--- config.mk ---
export PLATFORM = sky130hd
export DESIGN_NAME = fetch_sequencer
export DESIGN_NICKNAME = d
export VERILOG_FILES = /design/src/rtl/fetch_pkg.sv /design/src/rtl/y86_instr_class.sv /design/src/rtl/fetch_sequencer.sv
export SDC_FILE = /design/constraint.sdc
export NUM_CORES = 1
export LEC_CHECK = 0
export ABC_AREA = 0
export BUFFER_PORTS_ARGS = -buffer_cell sky130_fd_sc_hd__buf_2
export CORE_MARGIN = 2
export CORE_UTILIZATION = 56
export CTS_CLUSTER_SIZE = 40
export DETAILED_ROUTE_END_ITERATION = 10
export GPL_TIMING_DRIVEN = 0
export PLACE_DENSITY_LB_ADDON = 0.2
export SLEW_MARGIN = 10
export SYNTH_ARGS = -nofsm -noshare
export SYNTH_HDL_FRONTEND = slang
export SYNTH_SLANG_ARGS = --single-unit
--- constraint.sdc ---
create_clock -name clk -period 4.5 [get_ports clk]
set_clock_uncertainty 0.1 [all_clocks]
set_input_delay 0.45 -clock clk [delete_from_list [all_inputs] [get_ports clk]]
set_output_delay 0.45 -clock clk [all_outputs]
set_load 0.005 [all_outputs]
--- src/rtl/fetch_pkg.sv ---
// Shared Y86-64 fetch definitions: opcode and status codes, FSM encoding, opcode classifiers.
package fetch_pkg;

  localparam logic [3:0] ICODE_HALT   = 4'h0;
  localparam logic [3:0] ICODE_NOP    = 4'h1;
  localparam logic [3:0] ICODE_RRMOVQ = 4'h2;
  localparam logic [3:0] ICODE_IRMOVQ = 4'h3;
  localparam logic [3:0] ICODE_RMMOVQ = 4'h4;
  localparam logic [3:0] ICODE_MRMOVQ = 4'h5;
  localparam logic [3:0] ICODE_OPQ    = 4'h6;
  localparam logic [3:0] ICODE_JXX    = 4'h7;
  localparam logic [3:0] ICODE_CALL   = 4'h8;
  localparam logic [3:0] ICODE_RET    = 4'h9;
  localparam logic [3:0] ICODE_PUSHQ  = 4'hA;
  localparam logic [3:0] ICODE_POPQ   = 4'hB;

  localparam logic [2:0] STAT_AOK = 3'd1;
  localparam logic [2:0] STAT_HLT = 3'd2;
  localparam logic [2:0] STAT_ADR = 3'd3;
  localparam logic [2:0] STAT_INS = 3'd4;

  typedef enum logic [2:0] {
    StFetch0,
    StRegb,
    StConst,
    StDone,
    StStop
  } fetch_state_e;

  function automatic logic need_regids(input logic [3:0] icode);
    case (icode)
      ICODE_RRMOVQ, ICODE_IRMOVQ, ICODE_RMMOVQ, ICODE_MRMOVQ,
      ICODE_OPQ, ICODE_PUSHQ, ICODE_POPQ: return 1'b1;
      default: return 1'b0;
    endcase
  endfunction

  function automatic logic need_valC(input logic [3:0] icode);
    case (icode)
      ICODE_IRMOVQ, ICODE_RMMOVQ, ICODE_MRMOVQ, ICODE_JXX, ICODE_CALL: return 1'b1;
      default: return 1'b0;
    endcase
  endfunction

  function automatic logic instr_valid(input logic [3:0] icode, input logic [3:0] ifun);
    if (icode > ICODE_POPQ) return 1'b0;
    case (icode)
      ICODE_RRMOVQ, ICODE_JXX: return (ifun <= 4'd6);
      ICODE_OPQ:               return (ifun <= 4'd3);
      ICODE_RET:               return (ifun == 4'd0);
      default:                 return (ifun == 4'd0);
    endcase
  endfunction

endpackage

--- src/rtl/y86_instr_class.sv ---
// Combinational opcode classifier: register-byte need, constant need and legality of icode/ifun.
module y86_instr_class
  import fetch_pkg::*;
(
  input  logic [3:0] icode_i,
  input  logic [3:0] ifun_i,
  output logic       need_regids_o,
  output logic       need_valc_o,
  output logic       valid_o
);

  assign need_regids_o = need_regids(icode_i);
  assign need_valc_o   = need_valC(icode_i);
  assign valid_o       = instr_valid(icode_i, ifun_i);

endmodule

--- src/rtl/fetch_sequencer.sv ---
// Y86-64 multi-cycle fetch: byte-wide req/ack memory in, valid/ready instruction out.
// Optional FETCH_TIMEOUT_EN abandons a request left unacknowledged for TIMEOUT_CYCLES cycles.
module fetch_sequencer
  import fetch_pkg::*;
#(
  parameter logic [63:0] RESET_PC       = 64'h0,
  parameter int unsigned TIMEOUT_CYCLES = 16
) (
  input  logic        clk,
  input  logic        reset_n,
  output logic        mem_req,
  output logic [63:0] mem_addr,
  input  logic        mem_ack,
  input  logic [7:0]  mem_rdata,
  input  logic        mem_err,
  input  logic        pc_load,
  input  logic [63:0] pc_new,
  output logic        out_valid,
  input  logic        out_ready,
  output logic [3:0]  icode,
  output logic [3:0]  ifun,
  output logic [3:0]  rA,
  output logic [3:0]  rB,
  output logic [63:0] valC,
  output logic [63:0] valP,
  output logic [2:0]  stat
);

  fetch_state_e state_q;
  logic [63:0]  pc_q, target_q, valc_q, valp_q;
  logic [3:0]   off_q, icode_q, ifun_q, ra_q, rb_q;
  logic [2:0]   k_q, stat_q;
  logic         req_q, valid_q, drain_q;

  logic         timeout, ack_ev, err_ev, outstanding, restart;
  logic [63:0]  restart_pc, valp_calc;
  logic [3:0]   cls_icode, cls_ifun, ilen;
  logic         nr, nc, iv;

`ifdef FETCH_TIMEOUT_EN
  logic [31:0] wait_q;

  assign timeout = req_q && !mem_ack && (wait_q == TIMEOUT_CYCLES - 1);

  always_ff @(posedge clk or negedge reset_n) begin
    if (!reset_n) begin
      wait_q <= '0;
    end else if (!req_q || mem_ack || timeout) begin
      wait_q <= '0;
    end else begin
      wait_q <= wait_q + 32'd1;
    end
  end
`else
  logic unused_timeout_cfg;
  assign unused_timeout_cfg = ^TIMEOUT_CYCLES;
  assign timeout = 1'b0;
`endif

  // A timeout behaves like an ack carrying mem_err.
  assign ack_ev      = req_q && (mem_ack || timeout);
  assign err_ev      = req_q && ((mem_ack && mem_err) || timeout);
  assign outstanding = req_q && !ack_ev;

  assign restart    = (pc_load && !outstanding) || (drain_q && ack_ev);
  assign restart_pc = pc_load ? pc_new : target_q;

  // Opcode byte is classified straight off the bus; later bytes use the latched opcode.
  assign cls_icode = (state_q == StFetch0) ? mem_rdata[7:4] : icode_q;
  assign cls_ifun  = (state_q == StFetch0) ? mem_rdata[3:0] : ifun_q;

  y86_instr_class u_class (
    .icode_i       (cls_icode),
    .ifun_i        (cls_ifun),
    .need_regids_o (nr),
    .need_valc_o   (nc),
    .valid_o       (iv)
  );

  assign ilen      = 4'd1 + {3'b000, nr} + (nc ? 4'd8 : 4'd0);
  assign valp_calc = pc_q + {60'd0, ilen};

  always_ff @(posedge clk or negedge reset_n) begin
    if (!reset_n) begin
      state_q  <= StFetch0;
      pc_q     <= RESET_PC;
      target_q <= '0;
      off_q    <= '0;
      k_q      <= '0;
      req_q    <= 1'b0;
      valid_q  <= 1'b0;
      drain_q  <= 1'b0;
      icode_q  <= '0;
      ifun_q   <= '0;
      ra_q     <= '0;
      rb_q     <= '0;
      valc_q   <= '0;
      valp_q   <= '0;
      stat_q   <= STAT_AOK;
    end else if (restart) begin
      state_q <= StFetch0;
      pc_q    <= restart_pc;
      off_q   <= '0;
      k_q     <= '0;
      req_q   <= 1'b1;
      valid_q <= 1'b0;
      drain_q <= 1'b0;
      icode_q <= '0;
      ifun_q  <= '0;
      ra_q    <= '0;
      rb_q    <= '0;
      valc_q  <= '0;
      valp_q  <= '0;
      stat_q  <= STAT_AOK;
    end else if (pc_load) begin
      // Request in flight: keep it on the bus, remember where to go once it completes.
      drain_q  <= 1'b1;
      target_q <= pc_new;
    end else if (!drain_q) begin
      unique case (state_q)
        StFetch0: begin
          if (!req_q) begin
            req_q <= 1'b1;
          end else if (ack_ev) begin
            off_q  <= 4'd1;
            k_q    <= '0;
            ra_q   <= 4'hF;
            rb_q   <= 4'hF;
            valc_q <= '0;
            valp_q <= valp_calc;
            if (err_ev) begin
              icode_q <= ICODE_NOP;
              ifun_q  <= 4'h0;
              stat_q  <= STAT_ADR;
              state_q <= StDone;
              valid_q <= 1'b1;
              req_q   <= 1'b0;
            end else begin
              icode_q <= mem_rdata[7:4];
              ifun_q  <= mem_rdata[3:0];
              if (!iv) begin
                stat_q  <= STAT_INS;
                state_q <= StDone;
                valid_q <= 1'b1;
                req_q   <= 1'b0;
              end else begin
                stat_q <= (mem_rdata[7:4] == ICODE_HALT) ? STAT_HLT : STAT_AOK;
                if (nr) begin
                  state_q <= StRegb;
                end else if (nc) begin
                  state_q <= StConst;
                end else begin
                  state_q <= StDone;
                  valid_q <= 1'b1;
                  req_q   <= 1'b0;
                end
              end
            end
          end
        end
        StRegb: begin
          if (ack_ev) begin
            if (err_ev) begin
              icode_q <= ICODE_NOP;
              ifun_q  <= 4'h0;
              stat_q  <= STAT_ADR;
              state_q <= StDone;
              valid_q <= 1'b1;
              req_q   <= 1'b0;
            end else begin
              ra_q  <= mem_rdata[7:4];
              rb_q  <= mem_rdata[3:0];
              off_q <= off_q + 4'd1;
              if (nc) begin
                state_q <= StConst;
              end else begin
                state_q <= StDone;
                valid_q <= 1'b1;
                req_q   <= 1'b0;
              end
            end
          end
        end
        StConst: begin
          if (ack_ev) begin
            if (err_ev) begin
              icode_q <= ICODE_NOP;
              ifun_q  <= 4'h0;
              stat_q  <= STAT_ADR;
              state_q <= StDone;
              valid_q <= 1'b1;
              req_q   <= 1'b0;
            end else begin
              valc_q[{k_q, 3'b000} +: 8] <= mem_rdata;
              off_q <= off_q + 4'd1;
              k_q   <= k_q + 3'd1;
              if (k_q == 3'd7) begin
                state_q <= StDone;
                valid_q <= 1'b1;
                req_q   <= 1'b0;
              end
            end
          end
        end
        StDone: begin
          if (out_ready) begin
            valid_q <= 1'b0;
            if (stat_q == STAT_AOK) begin
              pc_q    <= valp_q;
              off_q   <= '0;
              req_q   <= 1'b1;
              state_q <= StFetch0;
            end else begin
              state_q <= StStop;
            end
          end
        end
        StStop: begin
          req_q <= 1'b0;
        end
        default: begin
          state_q <= StStop;
          req_q   <= 1'b0;
          valid_q <= 1'b0;
        end
      endcase
    end
  end

  assign mem_req   = req_q;
  assign mem_addr  = pc_q + {60'd0, off_q};
  assign out_valid = valid_q;
  assign icode     = icode_q;
  assign ifun      = ifun_q;
  assign rA        = ra_q;
  assign rB        = rb_q;
  assign valC      = valc_q;
  assign valP      = valp_q;
  assign stat      = stat_q;

endmodule

==> impl_metrics.json <==
{
  "grt_max_degree": 98,
  "gr-total-overflow": 0,
  "worstPathArrival_ns": 3.56,
  "ys_types": 80,
  "synth_cells": 1664,
  "worst_ir_drop_vdd_uv": 440,
  "die_height_um": 170,
  "clkSlewWorstSetupHoldPaths_ns": 0.06,
  "totalNegativeSetupSlack_ns": 0,
  "die_w_um": 170,
  "final.min_clock_period_ns": 4.11,
  "synth_top_area_share": 0.463,
  "synth_top_cell_by_area": "dfrtp_1",
  "hpwl_um": 36500,
  "die_area_um2": 29000,
  "p_leak_nw": 8.70,
  "ys_ff_latch": 288,
  "reg2reg_slack_ns": 0.53,
  "end_kind": "primary output",
  "setup.worst_path.end": "mem_addr[58]",
  "cts_tree": "yes",
  "num_rows": 60,
  "power.total_mw": 11.5,
  "final_area_um2": 18600,
  "final_layout_size_suffix_gt1_frac": 0.228,
  "io_pins": 291,
  "syn_nets": 1756,
  "syn_area_um2": 15500,
  "synth.avg_cell_area_um2": 9.32,
  "crit_fanout": 10,
  "min_path_type": "in2reg",
  "synth_edf_count": 0,
  "r2r-end": "valP[56]$_DFFE_PN0P_",
  "worstReg2RegStart": "state_q[1]$_DFFE_PN0P_",
  "grt_pass1_wl_um": 76700,
  "crit_type": "reg2out",
  "num-fill-cells": 2210,
  "port_buffers": 286,
  "clock-sinks": 288,
  "grtUsageTotal": 0.340,
  "ys_seq_area_frac": 0.465,
  "relSlewSlack": 0.389,
  "clock_latency_ns": 0.57,
  "dr.pass1.iters": 6,
  "worst_setup_path_start_kind": "flip-flop",
  "start_util": 0.572,
  "ff2ff_path_depth": 14,
  "placed_cell_area_um2": 17500,
  "drv_cap": 0,
  "htree_levels": 1,
  "drt-initial-drc-count": 1524,
  "viasPerCell": 6.06,
  "gp_congestion": 0.988,
  "rsz0062_at_grt": "false",
  "drtAntennaViolNets": 0,
  "fmax_ghz": 0.244,
  "slew_viol_final": 0,
  "setup_violations": 0,
  "synthArstFlopShare": 1.00,
  "clock-root-buffer": "clkbuf_16",
  "powerDensity_nw_per_um2": 620,
  "grt_pass1_vias": 13800,
  "nets": 2078,
  "startpoint": "off_q[0]$_DFFE_PN0P_",
  "yosysWarnings": 0,
  "hold_violations": 0,
  "antenna_found_initial": 5,
  "wirelength_um": 49900,
  "period_share": 0.913,
  "cp.required_ns": 3.95,
  "clk_path_buf_depth": 3,
  "synth-main-ff-cell": "dfrtp_1",
  "status": "completed",
  "drc_errors": 0,
  "synthTopCellsByArea": "dfrtp_1, nand2_1, mux2i_1, a22o_1, nor2_1",
  "vias": 14500,
  "core_area_um2": 27100,
  "tightest_slew_ns": 0.916,
  "routedWlPerCell_um": 20.9,
  "synthToLayoutAreaGrowth_pct": 19.8,
  "cts-buffers-inserted": 30
}
## worst min-delay path by stage
stage / to / cells past startpoint / start
6_report: target_q[14]$_DFFE_PN0P_ / 2 / pc_new[14]
5_1_grt: target_q[14]$_DFFE_PN0P_ / 2 / pc_new[14]
3_5_place_dp: valC[35]$_DFFE_PN0P_ / 1 / reset_n
2_1_floorplan: drain_q$_DFFE_PN0P_ / 0 / reset_n
4_1_cts: target_q[14]$_DFFE_PN0P_ / 2 / pc_new[14]
3_3_place_gp: valP[17]$_DFFE_PN0P_ / 2 / valP[17]$_DFFE_PN0P_
## Yosys cell counts, types with 3 or more instances
cell type and count:
nor2_2 7, o21a_1 4, nand2_1 204, nor4_2 7, dfrtp_1 287, xor2_1 54, buf_1 12, inv_1 27
mux2_2 24, mux2i_1 68, buf_6 6, nand3_1 39, clkbuf_1 71, and4_1 7, a21oi_1 114, nor3_1 25
and2_1 5, o21bai_1 3, nor2_1 168, nor2b_1 9, or3_1 4, xnor2_1 69, a22o_1 73, o31ai_1 15
o21ai_1 25, a31oi_1 7, clkbuf_2 3, ha_1 12, nand2b_1 10, buf_4 11, buf_2 26, nand2_2 3
o21ai_0 125, nor4_1 9, o211ai_1 13, nor3_2 5, nand4_1 42, and3_1 12, and3_2 4, a21o_1 5
## area by class of cell
cell class	count	area, µm²	share of cell area
Antenna cell	5	12.5	0.000673
Buffer	129	608	0.0327
Clock buffer	42	897	0.0483
Clock inverter	14	160	0.00862
Inverter	27	101	0.00545
Multi-Input combinational cell	1220	7590	0.409
Sequential cell	288	7210	0.388
Tap cell	372	465	0.0251
Timing Repair Buffer	290	1530	0.0826
## repair_timing
item                                   in CTS  in global routing
setup endpoints to repair                   0                  1
endpoints found under the hold margin      45                  0
resized for setup                           0                  2
hold buffers                                1                  0
setup buffers                               0                  0
## layer usage
layer	track usage	vias to the layer above	wire length, µm	share of wire
met5	0	-	0	0
li1	-	6476	-	-
met4	0.139	0	2000	0.040
met1	0.482	7069	20500	0.41
met2	0.521	784	22700	0.45
met3	0.0600	126	4750	0.095
## worst max-delay path: stages, from the launching register on
cell      delay [ns]
dfrtp_1         0.44
ha_1            0.22
inv_1           0.07
fa_1            0.40
nor2b_1         0.17
o31a_1          0.31
clkbuf_2        0.38
nand4_1         0.42
nor2_1          0.25
xor2_1          0.20
buf_2           0.14
## sequential cells by signal, indices dropped and copies added (netlist names)
| signal | count |
|---|---|
| drain_q | 1 |
| icode | 4 |
| ifun | 4 |
| k_q | 3 |
| mem_req | 1 |
| off_q | 4 |
| out_valid | 1 |
| pc_q | 64 |
| rA | 4 |
| rB | 4 |
| stat | 3 |
| state_q | 3 |
| target_q | 64 |
| valC | 64 |
| valP | 64 |
## where the power goes
group	internal (mW)	switching (mW)
Sequential	3.45	0.673
Combinational	1.79	2.98
Clock	1.56	1.06
Total	6.80	4.72
## through the flow
step / util / setup WS, ns / hold WS, ns / cells
5_1_grt: 0.686 / 0.241 / 0.0249 / 2387
3_5_place_dp: 0.646 / 0.497 / 0.283 / 2325
3_3_place_gp: 0.642 / -2.48 / 0.380 / 2322
2_1_floorplan: - / 1.32 / 0.0544 / 1664
6_report: 0.686 / 0.393 / 0.0299 / 2387
4_1_cts: 0.685 / 0.236 / 0.0210 / 2382
## cell families after synthesis
family | share of synthesized area
xor gates and xnor gates | 0.0695
DFF | 0.465
buffers and inverters | 0.0457
AOI/OAI and AO/OA | 0.161
and+or+nand+nor | 0.186
muxes | 0.0613
adders and majority gates | 0.0123
## placed cells by master (no fill, tap or decap), drive strengths merged, types with 3 or more instances in the layout
cell type	netlist	routed
buf	55	344
dfrtp	287	287
nand2	207	207
nor2	175	175
o21ai	152	152
a21oi	116	116
clkbuf	74	116
a22o	73	73
xnor2	69	69
mux2i	68	68
xor2	54	54
nand4	44	44
nand3	42	42
nor3	31	31
inv	27	28
mux2	24	24
nor4	17	17
and3	16	16
o31ai	15	15
o211ai	13	13
ha	12	12
nand2b	10	10
nor2b	9	9
and4	7	7
a31oi	7	7
clkinv	0	7
and2	7	7
diode	0	5
a21o	5	5
or3	4	4
o21a	4	4
nor4b	4	4
o21bai	3	3
clkinvlp	0	3
bufinv	0	3
a211oi	3	3
Note: power is estimated with default switching activity, not from simulation.
